--- src/rtl/signed_dec_printer_pkg.sv ---
// Shared types and constants for the signed decimal printer.
// Optional hex output is enabled by defining SIGNED_DEC_PRINTER_HEX_EN.
package printer_pkg;

    // Print-path states; HEXPFX is only reachable when hex output is built in.
    typedef enum logic [2:0] {
        IDLE,
        CONVERT,
        SIGN,
        DIGIT,
        HEXPFX,
        SEP
    } state_e;

    localparam logic [7:0] ASC_ZERO  = 8'h30;
    localparam logic [7:0] ASC_MINUS = 8'h2D;
    localparam logic [7:0] ASC_X     = 8'h78;
    localparam logic [7:0] ASC_A     = 8'h41;
    localparam logic [7:0] ASC_LF    = 8'h0A;

    // ceil(width * log10(2)) in integer arithmetic; exact for widths up to 64.
    function automatic int min_digits(input int width);
        return (width * 30103 + 99999) / 100000;
    endfunction

    // Uppercase ASCII hex digit for a nibble.
    function automatic logic [7:0] hex_char(input logic [3:0] n);
        if (n < 4'd10) begin
            return ASC_ZERO + {4'h0, n};
        end
        return ASC_A + {4'h0, n} - 8'd10;
    endfunction

endpackage

--- src/rtl/signed_dec_printer_if.sv ---
// Value-input and UART-side handshake bundle for signed_dec_printer.
// hex_mode exists only when SIGNED_DEC_PRINTER_HEX_EN is defined.
interface signed_dec_printer_if #(
    parameter int DATA_W = 32
);
    logic [DATA_W-1:0] val_in;
    logic              val_valid;
    logic              val_ready;
    logic [7:0]        tx_data;
    logic              new_tx_data;
    logic              tx_busy;
    logic              busy;
`ifdef SIGNED_DEC_PRINTER_HEX_EN
    logic              hex_mode;
`endif

    // Producer / UART side.
    modport master (
`ifdef SIGNED_DEC_PRINTER_HEX_EN
        output hex_mode,
`endif
        output val_in,
        output val_valid,
        output tx_busy,
        input  val_ready,
        input  tx_data,
        input  new_tx_data,
        input  busy
    );

    // Printer side.
    modport slave (
`ifdef SIGNED_DEC_PRINTER_HEX_EN
        input  hex_mode,
`endif
        input  val_in,
        input  val_valid,
        input  tx_busy,
        output val_ready,
        output tx_data,
        output new_tx_data,
        output busy
    );

endinterface

--- src/rtl/signed_dec_printer_bin2bcd_iter.sv ---
// Iterative double-dabble converter: one shift-add-3 step per clock.
// The start cycle already performs the first shift, so a conversion takes
// exactly DATA_W clock edges and done rises after the last one.
module bin2bcd_iter #(
    parameter int DATA_W = 32,
    parameter int DIGITS = 10
) (
    input  logic                  clk,
    input  logic                  rst,
    input  logic                  start,
    input  logic [DATA_W-1:0]     bin,
    output logic                  done,
    output logic [4*DIGITS-1:0]   bcd
);

    localparam int CNT_W = $clog2(DATA_W);

    logic [DATA_W-1:0]   bin_q;
    logic [4*DIGITS-1:0] bcd_q;
    logic [4*DIGITS-1:0] bcd_adj;
    logic [CNT_W-1:0]    cnt_q;
    logic                running_q;
    logic                done_q;

    // Add 3 to every BCD nibble that is 5 or more before the next shift.
    always_comb begin
        // NOTE: default first so every path assigns it and no latch is inferred.
        bcd_adj = bcd_q;
        for (int i = 0; i < DIGITS; i++) begin
            if (bcd_q[4*i +: 4] >= 4'd5) begin
                bcd_adj[4*i +: 4] = bcd_q[4*i +: 4] + 4'd3;
            end
        end
    end

    // Load on start (with the first shift folded in), then shift until the count runs out.
    always_ff @(posedge clk or posedge rst) begin
        // NOTE: non-blocking assignments keep every register sampling pre-edge values.
        if (rst) begin
            bin_q     <= '0;
            bcd_q     <= '0;
            cnt_q     <= '0;
            running_q <= 1'b0;
            done_q    <= 1'b0;
        end else if (start) begin
            bin_q     <= {bin[DATA_W-2:0], 1'b0};
            bcd_q     <= {{(4*DIGITS-1){1'b0}}, bin[DATA_W-1]};
            cnt_q     <= CNT_W'(DATA_W - 1);
            running_q <= 1'b1;
            done_q    <= 1'b0;
        end else if (running_q) begin
            bin_q <= {bin_q[DATA_W-2:0], 1'b0};
            bcd_q <= {bcd_adj[4*DIGITS-2:0], bin_q[DATA_W-1]};
            cnt_q <= cnt_q - CNT_W'(1);
            if (cnt_q == CNT_W'(1)) begin
                running_q <= 1'b0;
                done_q    <= 1'b1;
            end
        end
    end

    assign done = done_q;
    assign bcd  = bcd_q;

endmodule

--- src/rtl/signed_dec_printer.sv ---
// Signed decimal printer: accepts signed values, converts them to ASCII
// decimal (optional '-', no leading zeros, trailing SEP_CHAR) and paces the
// bytes into a UART transmitter over tx_data / new_tx_data / tx_busy.
// Defining SIGNED_DEC_PRINTER_HEX_EN adds a hex_mode input that prints the
// raw value as "0x" plus all hex digits instead.
module signed_dec_printer
    import printer_pkg::*;
#(
    parameter int         DATA_W   = 32,
    parameter int         DIGITS   = 10,
    parameter logic [7:0] SEP_CHAR = ASC_LF
) (
    input logic                 clk,
    input logic                 rst,
    signed_dec_printer_if.slave bus
);

`ifdef SIGNED_DEC_PRINTER_HEX_EN
    localparam int HEX_DIGITS = (DATA_W + 3) / 4;
    localparam int MAX_IDX    = (DIGITS > HEX_DIGITS) ? DIGITS : HEX_DIGITS;
`else
    localparam int MAX_IDX    = DIGITS;
`endif
    localparam int IDX_W = $clog2(MAX_IDX);

    typedef logic [IDX_W-1:0] idx_t;

    // Reject configurations the converter cannot represent.
    if (DATA_W < 4 || DATA_W > 64) begin : g_bad_width
        $error("signed_dec_printer: DATA_W must be in 4..64");
    end
    if (DIGITS < min_digits(DATA_W)) begin : g_bad_digits
        $error("signed_dec_printer: DIGITS too small for DATA_W");
    end

    state_e              state_q;
    logic                sign_q;
    logic                val_ready_q;
    logic                busy_q;
    logic                new_tx_q;
    logic                guard_q;
    logic [7:0]          tx_data_q;
    idx_t                idx_q;

    logic                accept;
    logic                conv_start;
    logic                conv_done;
    logic                emit_ok;
    logic [DATA_W-1:0]   mag;
    logic [4*DIGITS-1:0] bcd;
    idx_t                lead_idx;
    logic [3:0]          dec_nib;
    logic [7:0]          digit_char;

`ifdef SIGNED_DEC_PRINTER_HEX_EN
    logic                  hex_q;
    logic                  pfx_q;
    logic [4*HEX_DIGITS-1:0] raw_q;
    logic [3:0]            hex_nib;
`endif

    assign accept = (state_q == IDLE) && val_ready_q && bus.val_valid;

`ifdef SIGNED_DEC_PRINTER_HEX_EN
    assign conv_start = accept && !bus.hex_mode;
`else
    assign conv_start = accept;
`endif

    // Magnitude as unsigned DATA_W bits; the most-negative value maps to 2^(DATA_W-1).
    assign mag = bus.val_in[DATA_W-1] ? (~bus.val_in) + DATA_W'(1) : bus.val_in;

    // A strobe cycle and the guard cycle after it never emit, whatever tx_busy says.
    assign emit_ok = !bus.tx_busy && !new_tx_q && !guard_q;

    bin2bcd_iter #(
        .DATA_W (DATA_W),
        .DIGITS (DIGITS)
    ) u_bin2bcd (
        .clk   (clk),
        .rst   (rst),
        .start (conv_start),
        .bin   (mag),
        .done  (conv_done),
        .bcd   (bcd)
    );

    // Find the highest nonzero BCD nibble and select the nibble being printed.
    always_comb begin
        lead_idx = '0;
        dec_nib  = '0;
        for (int i = 0; i < DIGITS; i++) begin
            if (bcd[4*i +: 4] != 4'd0) begin
                lead_idx = idx_t'(i);
            end
            if (idx_q == idx_t'(i)) begin
                dec_nib = bcd[4*i +: 4];
            end
        end
    end

`ifdef SIGNED_DEC_PRINTER_HEX_EN
    // Select the raw hex nibble being printed.
    always_comb begin
        hex_nib = '0;
        for (int i = 0; i < HEX_DIGITS; i++) begin
            if (idx_q == idx_t'(i)) begin
                hex_nib = raw_q[4*i +: 4];
            end
        end
    end

    assign digit_char = hex_q ? hex_char(hex_nib) : ASC_ZERO + {4'h0, dec_nib};
`else
    assign digit_char = ASC_ZERO + {4'h0, dec_nib};
`endif

    // Print FSM with registered handshake outputs, strobe and guard tracking.
    always_ff @(posedge clk or posedge rst) begin
        if (rst) begin
            state_q     <= IDLE;
            sign_q      <= 1'b0;
            val_ready_q <= 1'b0;
            busy_q      <= 1'b0;
            new_tx_q    <= 1'b0;
            guard_q     <= 1'b0;
            tx_data_q   <= 8'h00;
            idx_q       <= '0;
`ifdef SIGNED_DEC_PRINTER_HEX_EN
            hex_q       <= 1'b0;
            pfx_q       <= 1'b0;
            raw_q       <= '0;
`endif
        end else begin
            new_tx_q <= 1'b0;
            guard_q  <= new_tx_q;
            case (state_q)
                IDLE: begin
                    val_ready_q <= 1'b1;
                    if (accept) begin
                        val_ready_q <= 1'b0;
                        busy_q      <= 1'b1;
                        sign_q      <= bus.val_in[DATA_W-1];
`ifdef SIGNED_DEC_PRINTER_HEX_EN
                        hex_q       <= bus.hex_mode;
                        raw_q       <= (4*HEX_DIGITS)'(bus.val_in);
                        pfx_q       <= 1'b0;
                        state_q     <= bus.hex_mode ? HEXPFX : CONVERT;
`else
                        state_q     <= CONVERT;
`endif
                    end
                end
                CONVERT: begin
                    if (conv_done) begin
                        idx_q   <= lead_idx;
                        state_q <= sign_q ? SIGN : DIGIT;
                    end
                end
                SIGN: begin
                    if (emit_ok) begin
                        tx_data_q <= ASC_MINUS;
                        new_tx_q  <= 1'b1;
                        state_q   <= DIGIT;
                    end
                end
                DIGIT: begin
                    if (emit_ok) begin
                        tx_data_q <= digit_char;
                        new_tx_q  <= 1'b1;
                        if (idx_q == '0) begin
                            state_q <= SEP;
                        end else begin
                            idx_q <= idx_q - idx_t'(1);
                        end
                    end
                end
`ifdef SIGNED_DEC_PRINTER_HEX_EN
                HEXPFX: begin
                    if (emit_ok) begin
                        tx_data_q <= pfx_q ? ASC_X : ASC_ZERO;
                        new_tx_q  <= 1'b1;
                        if (pfx_q) begin
                            idx_q   <= idx_t'(HEX_DIGITS - 1);
                            state_q <= DIGIT;
                        end else begin
                            pfx_q <= 1'b1;
                        end
                    end
                end
`endif
                SEP: begin
                    if (emit_ok) begin
                        tx_data_q   <= SEP_CHAR;
                        new_tx_q    <= 1'b1;
                        val_ready_q <= 1'b1;
                        busy_q      <= 1'b0;
                        state_q     <= IDLE;
                    end
                end
                default: begin
                    val_ready_q <= 1'b0;
                    busy_q      <= 1'b0;
                    state_q     <= IDLE;
                end
            endcase
        end
    end

    assign bus.val_ready   = val_ready_q;
    assign bus.busy        = busy_q;
    assign bus.tx_data     = tx_data_q;
    assign bus.new_tx_data = new_tx_q;

endmodule
--- src/flat_wrapper.sv ---
// flat-port wrapper written by rule: the top's interface ports become plain ports
module signed_dec_printer_flat import printer_pkg::*;
#(
    parameter int         DATA_W   = 32,
    parameter int         DIGITS   = 10,
    parameter logic [7:0] SEP_CHAR = ASC_LF
)
  (clk, rst, bus_val_in, bus_val_valid, bus_tx_busy, bus_val_ready, bus_tx_data, bus_new_tx_data, bus_busy);
  signed_dec_printer_if #(.DATA_W(DATA_W)) bus_i ();
  input logic clk;
  input logic rst;
  input wire logic [$bits(bus_i.val_in)-1:0] bus_val_in;
  input wire logic [$bits(bus_i.val_valid)-1:0] bus_val_valid;
  input wire logic [$bits(bus_i.tx_busy)-1:0] bus_tx_busy;
  output wire logic [$bits(bus_i.val_ready)-1:0] bus_val_ready;
  output wire logic [$bits(bus_i.tx_data)-1:0] bus_tx_data;
  output wire logic [$bits(bus_i.new_tx_data)-1:0] bus_new_tx_data;
  output wire logic [$bits(bus_i.busy)-1:0] bus_busy;
  assign bus_i.val_in = bus_val_in;
  assign bus_i.val_valid = bus_val_valid;
  assign bus_i.tx_busy = bus_tx_busy;
  assign bus_val_ready = bus_i.val_ready;
  assign bus_tx_data = bus_i.tx_data;
  assign bus_new_tx_data = bus_i.new_tx_data;
  assign bus_busy = bus_i.busy;
  signed_dec_printer #(.DATA_W(DATA_W), .DIGITS(DIGITS), .SEP_CHAR(SEP_CHAR)) u_core (.clk(clk), .rst(rst), .bus(bus_i));
endmodule
--- config.mk ---
export PLATFORM = sky130hd
export DESIGN_NAME = signed_dec_printer_flat
export DESIGN_NICKNAME = d
export VERILOG_FILES = /design/src/rtl/signed_dec_printer_pkg.sv /design/src/rtl/signed_dec_printer_if.sv /design/src/rtl/signed_dec_printer_bin2bcd_iter.sv /design/src/rtl/signed_dec_printer.sv /design/src/flat_wrapper.sv
export SDC_FILE = /design/constraint.sdc
export NUM_CORES = 1
export LEC_CHECK = 0
export BUFFER_PORTS_ARGS = -buffer_cell sky130_fd_sc_hd__buf_2
export CORE_MARGIN = 4
export CORE_UTILIZATION = 40
export DETAILED_ROUTE_END_ITERATION = 12
export MAX_ROUTING_LAYER = met4
export PLACE_DENSITY = 0.65
export SYNTH_ARGS = -nofsm -noshare
export SYNTH_HDL_FRONTEND = slang
export SYNTH_SLANG_ARGS = --single-unit
--- constraint.sdc ---
create_clock -name clk -period 3 [get_ports clk]
set_input_delay 0.3 -clock clk [delete_from_list [all_inputs] [get_ports clk]]
set_output_delay 0.3 -clock clk [all_outputs]
set_load 0.05 [all_outputs]
==> reports/results.md <==
• **area share of xor/xnor cells in the synthesized design** 5.50%
• **Std-Cell Core Area** 0.0154 mm²
• **slowest CP cell** sky130_fd_sc_hd__nor3b_1
• **Tot GR Track Use** 17.3%
• **WL/cell** 15.0 µm
• **wire length of the first global-routing pass** 25300 µm
• **dpl hpwl** 10300 µm
• **Critical path buffers and inverters** 1
• **share of synthesized cell area in and, or, nand and nor gates** 18.6%
• **most common flop cell mapped by yosys** sky130_fd_sc_hd__dfrtp_1
• **number of placement rows** 45
• **synthesized area divided by synthesized cell count** 8.71 µm²
• **areal power density over the cells** 982 mW/mm²
• **synthesized cell area** 0.00637 mm²
• **Post-Synthesis Cells** 731
• **maximum number of pins on one net before global-route repair** 64
• **Top Ports** 47
• **die footprint** 0.0180 mm²
• **Yosys reg bits** 96
• **CP peak stage delay** 650 ps
• **post-layout minimum cycle time** 2360 ps
• **run status** complete, no violations
• **post-synthesis cell type count** 59
• **number of enable flip-flop cells after synthesis** 0
• **top achievable clock speed** 423 MHz
• **post-route clock period utilization** 78.8%
• **residual DRC count** 0
• **slew at the pin closest to its max-slew limit** 766 ps
• **net total in the final layout** 818
• **area grow syn2layout** 12.5%
• **proportion of synthesized area in mux cells** 6.31%
• **required time at the endpoint of the critical path** 3240 ps
• **worst slew slack as a fraction of its limit** 48.8%
• **placer's final routability congestion estimate** 0.902
• **number of cells on the critical path** 7
• **hold crit path type** in -> async
• **Resize count post-CTS** 0
• **Post-Route Hold Slack** 25.5 ps
• **startpoint of the lowest-slack register-to-register path** u_core.idx_q[0]
• **die span in y** 134 µm
• **Post-CTS Repair Setup Buffers** 0
• **capturing element of the worst setup path** u_core.idx_q[2]
• **cell type group with the largest total delay on the critical path** simple AND/OR/NAND/NOR gates
• **routed via count** 5330
• **area fraction in compound gates after synthesis** 21.5%
• **global-route congestion overflow total** 0
• **Crit Reg-Reg Endpoint** u_core.idx_q[2]
• **static leakage power** 3.08 nW
• **cell type with the highest aggregate area in the netlist** sky130_fd_sc_hd__dfrtp_1
• **Worst setup SP type** flop
• **initial drt markers** 353
• **root buffer cell** sky130_fd_sc_hd__clkbuf_16
• **cell types with the largest area share after synthesis** sky130_fd_sc_hd__dfrtp_1 (38%), sky130_fd_sc_hd__mux2i_1 (6.1%), sky130_fd_sc_hd__a21oi_1 (5.6%)
• **number of antenna repair diodes** 0
• **R2R cell count** 7
• **Critical Path AT** 2600 ps
• **number of input and output port buffers inserted** 44
• **CTS H-tree depth** 3
• **most instantiated cells after synthesis** sky130_fd_sc_hd__dfrtp_1 (96), sky130_fd_sc_hd__a21oi_1 (71), sky130_fd_sc_hd__nand2_1 (64), sky130_fd_sc_hd__o21ai_0 (52), sky130_fd_sc_hd__nor2_1 (41)
• **RSZ-0062 raised after global routing** false
• **area share of the leading cell type in the synthesized netlist** 37.7%
• **clock tree sinks** 96
• **endpoints failing setup** 0
• **slack of the worst reg-to-reg path** 640 ps
• **max-slew violations** 0
• **share of the yosys chip area belonging to registers** 37.7%
• **main combinational cell family by area after synthesis** compound AO/OA/AOI/OAI gates
• **Inserted Clock Buffers** 9
• **Critical path origin** u_core.idx_q[0]
• **total negative slack for setup checks** 0 ps
• **number of hold buffers added after CTS** 0
• **detail-routed via count per cell** 5.50
• **most common cell in the synthesized netlist** sky130_fd_sc_hd__dfrtp_1
• **CP Cell Sequence** inv_1 > ha_1 > or3b_2 > a31oi_1 > nor3b_1 > o21ai_0 > a22o_1
• **clock skew after layout** 8.56 ps
• **VDD IR max** 0.000351 V
• **vias in the first global route** 5146
• **asr flop ratio synth** 100%
• **share of layout cells above drive strength 1** 11.5%
• **warnings from Yosys** 0
• **post-detailed-routing wire length** 14500 µm
• **critical path class** reg -> reg
• **source-to-sink clock delay at the later pin of the worst-skew pair** 350 ps
• **maximum clock insertion buffer count** 2
• **clock-pin slew on the worst setup and hold paths** 70 ps
• **number of antenna-violating nets in the routed design** 0
• **Post-Synth Adder-Cell Area** 5.50%
• **number of antenna violations at the first check in global routing** 0
• **Max Cap Violations** 0
• **die boundary width** 134 µm
• **highest net fanout along the worst path** 8
• **final hold violation count** 0
• **Starting Density** 41.3%
• **critical path capture point type** flop
• **drt pass-1 iters** 5
• **TritonCTS clock tree** done
stage by stage:
stage | setup WS (ps) | area, µm² | utilization [%] | total power (W) | std cells
after detailed placement | 316 | 6820 | 44.2 | 0.00573 | 954
after global routing | 424 | 7160 | 46.4 | 0.00771 | 969
final | 637 | 7160 | 46.4 | 0.00704 | 969
after CTS | 647 | 7160 | 46.4 | 0.00709 | 969
after floorplan | 195 | 6370 | - | 0.00493 | 732
after global placement | 336 | 6820 | 44.2 | 0.00566 | 954
where the power goes:
| group | total (W) | internal, W | switching, W |
|---|---|---|---|
| clock network | 0.00133 | 0.000833 | 0.000497 |
| registers | 0.00245 | 0.00178 | 0.000674 |
| logic | 0.00326 | 0.00143 | 0.00182 |
cells in the final DEF (no fill, tap or decap), types with 4 or more instances in the layout:
cell type,n
sky130_fd_sc_hd__a211oi_1,24
sky130_fd_sc_hd__a21oi_1,71
sky130_fd_sc_hd__a31oi_1,5
sky130_fd_sc_hd__buf_2,44
sky130_fd_sc_hd__buf_4,9
sky130_fd_sc_hd__clkbuf_16,9
sky130_fd_sc_hd__dfrtp_1,95
sky130_fd_sc_hd__ha_1,28
sky130_fd_sc_hd__inv_1,34
sky130_fd_sc_hd__mux2i_1,39
sky130_fd_sc_hd__nand2_1,64
sky130_fd_sc_hd__nand2b_1,15
sky130_fd_sc_hd__nand3_1,26
sky130_fd_sc_hd__nand4_1,5
sky130_fd_sc_hd__nor2_1,41
sky130_fd_sc_hd__nor2b_1,25
sky130_fd_sc_hd__nor3_1,6
sky130_fd_sc_hd__nor3b_1,13
sky130_fd_sc_hd__nor4_1,6
sky130_fd_sc_hd__o211ai_1,9
sky130_fd_sc_hd__o21ai_0,52
sky130_fd_sc_hd__o311a_1,4
sky130_fd_sc_hd__o31ai_1,11
sky130_fd_sc_hd__o41ai_1,5
sky130_fd_sc_hd__or2_2,5
sky130_fd_sc_hd__or3_1,6
sky130_fd_sc_hd__or4_1,4
sky130_fd_sc_hd__xnor2_1,21
sky130_fd_sc_hd__xor2_1,19
flip-flops by register name, summed over array words and instances (netlist names):
name                        flops
u_core.u_bin2bcd.cnt_q          5
u_core.u_bin2bcd.running_q      1
u_core.u_bin2bcd.done           1
u_core.sign_q                   1
u_core.u_bin2bcd.bcd           40
u_core.state_q                  3
u_core.idx_q                    4
u_core.bus.new_tx_data          1
u_core.bus.tx_data              6
u_core.u_bin2bcd.bin_q         31
u_core.bus.val_ready            1
u_core.bus.busy                 1
u_core.guard_q                  1
worst min-delay path by stage:
stage                     depth (start not counted)                    endpoint  slack (ps)                   start
after floorplan                                   1  u_core.u_bin2bcd.bin_q[31]         400          bus_val_in[30]
after global routing                              2  u_core.u_bin2bcd.bin_q[10]          90                     rst
after global placement                            0              u_core.guard_q         400  u_core.bus.new_tx_data
after detailed placement                          0              u_core.guard_q         400  u_core.bus.new_tx_data
after CTS                                         2  u_core.u_bin2bcd.bin_q[10]          50                     rst
final                                             2  u_core.u_bin2bcd.bin_q[10]          30                     rst
metal layers:
metal / global-route usage [%] / wire length, µm / part of all wire [%]
met1: 23.1 / 7010 / 48
met2: 27.4 / 6860 / 47
met3: 3.11 / 439 / 3.0
met4: 4.64 / 204 / 1.4
met5: - / 0 / 0
logic make-up (layout without fill, tap and decap cells):
logic type               count (synthesis)  after routing
AO/OA/AOI/OAI                          217            217
XOR/XNOR                                40             40
adder cells (fa/ha/maj)                 28             28
buffers and inverters                   80            106
flip-flops                              96             96
multiplexers                            40             40
other                                    1              2
AND/OR/NAND/NOR                        229            229
cell type report:
type	instances	area, µm²
Fill cell	1523	8260
Sequential cell	96	2410
Clock buffer	10	239
Clock inverter	5	105
Multi-Input combinational cell	556	3670
Tap cell	211	264
Inverter	35	134
Timing Repair Buffer	56	348
Power figures use the tool's default switching activity.
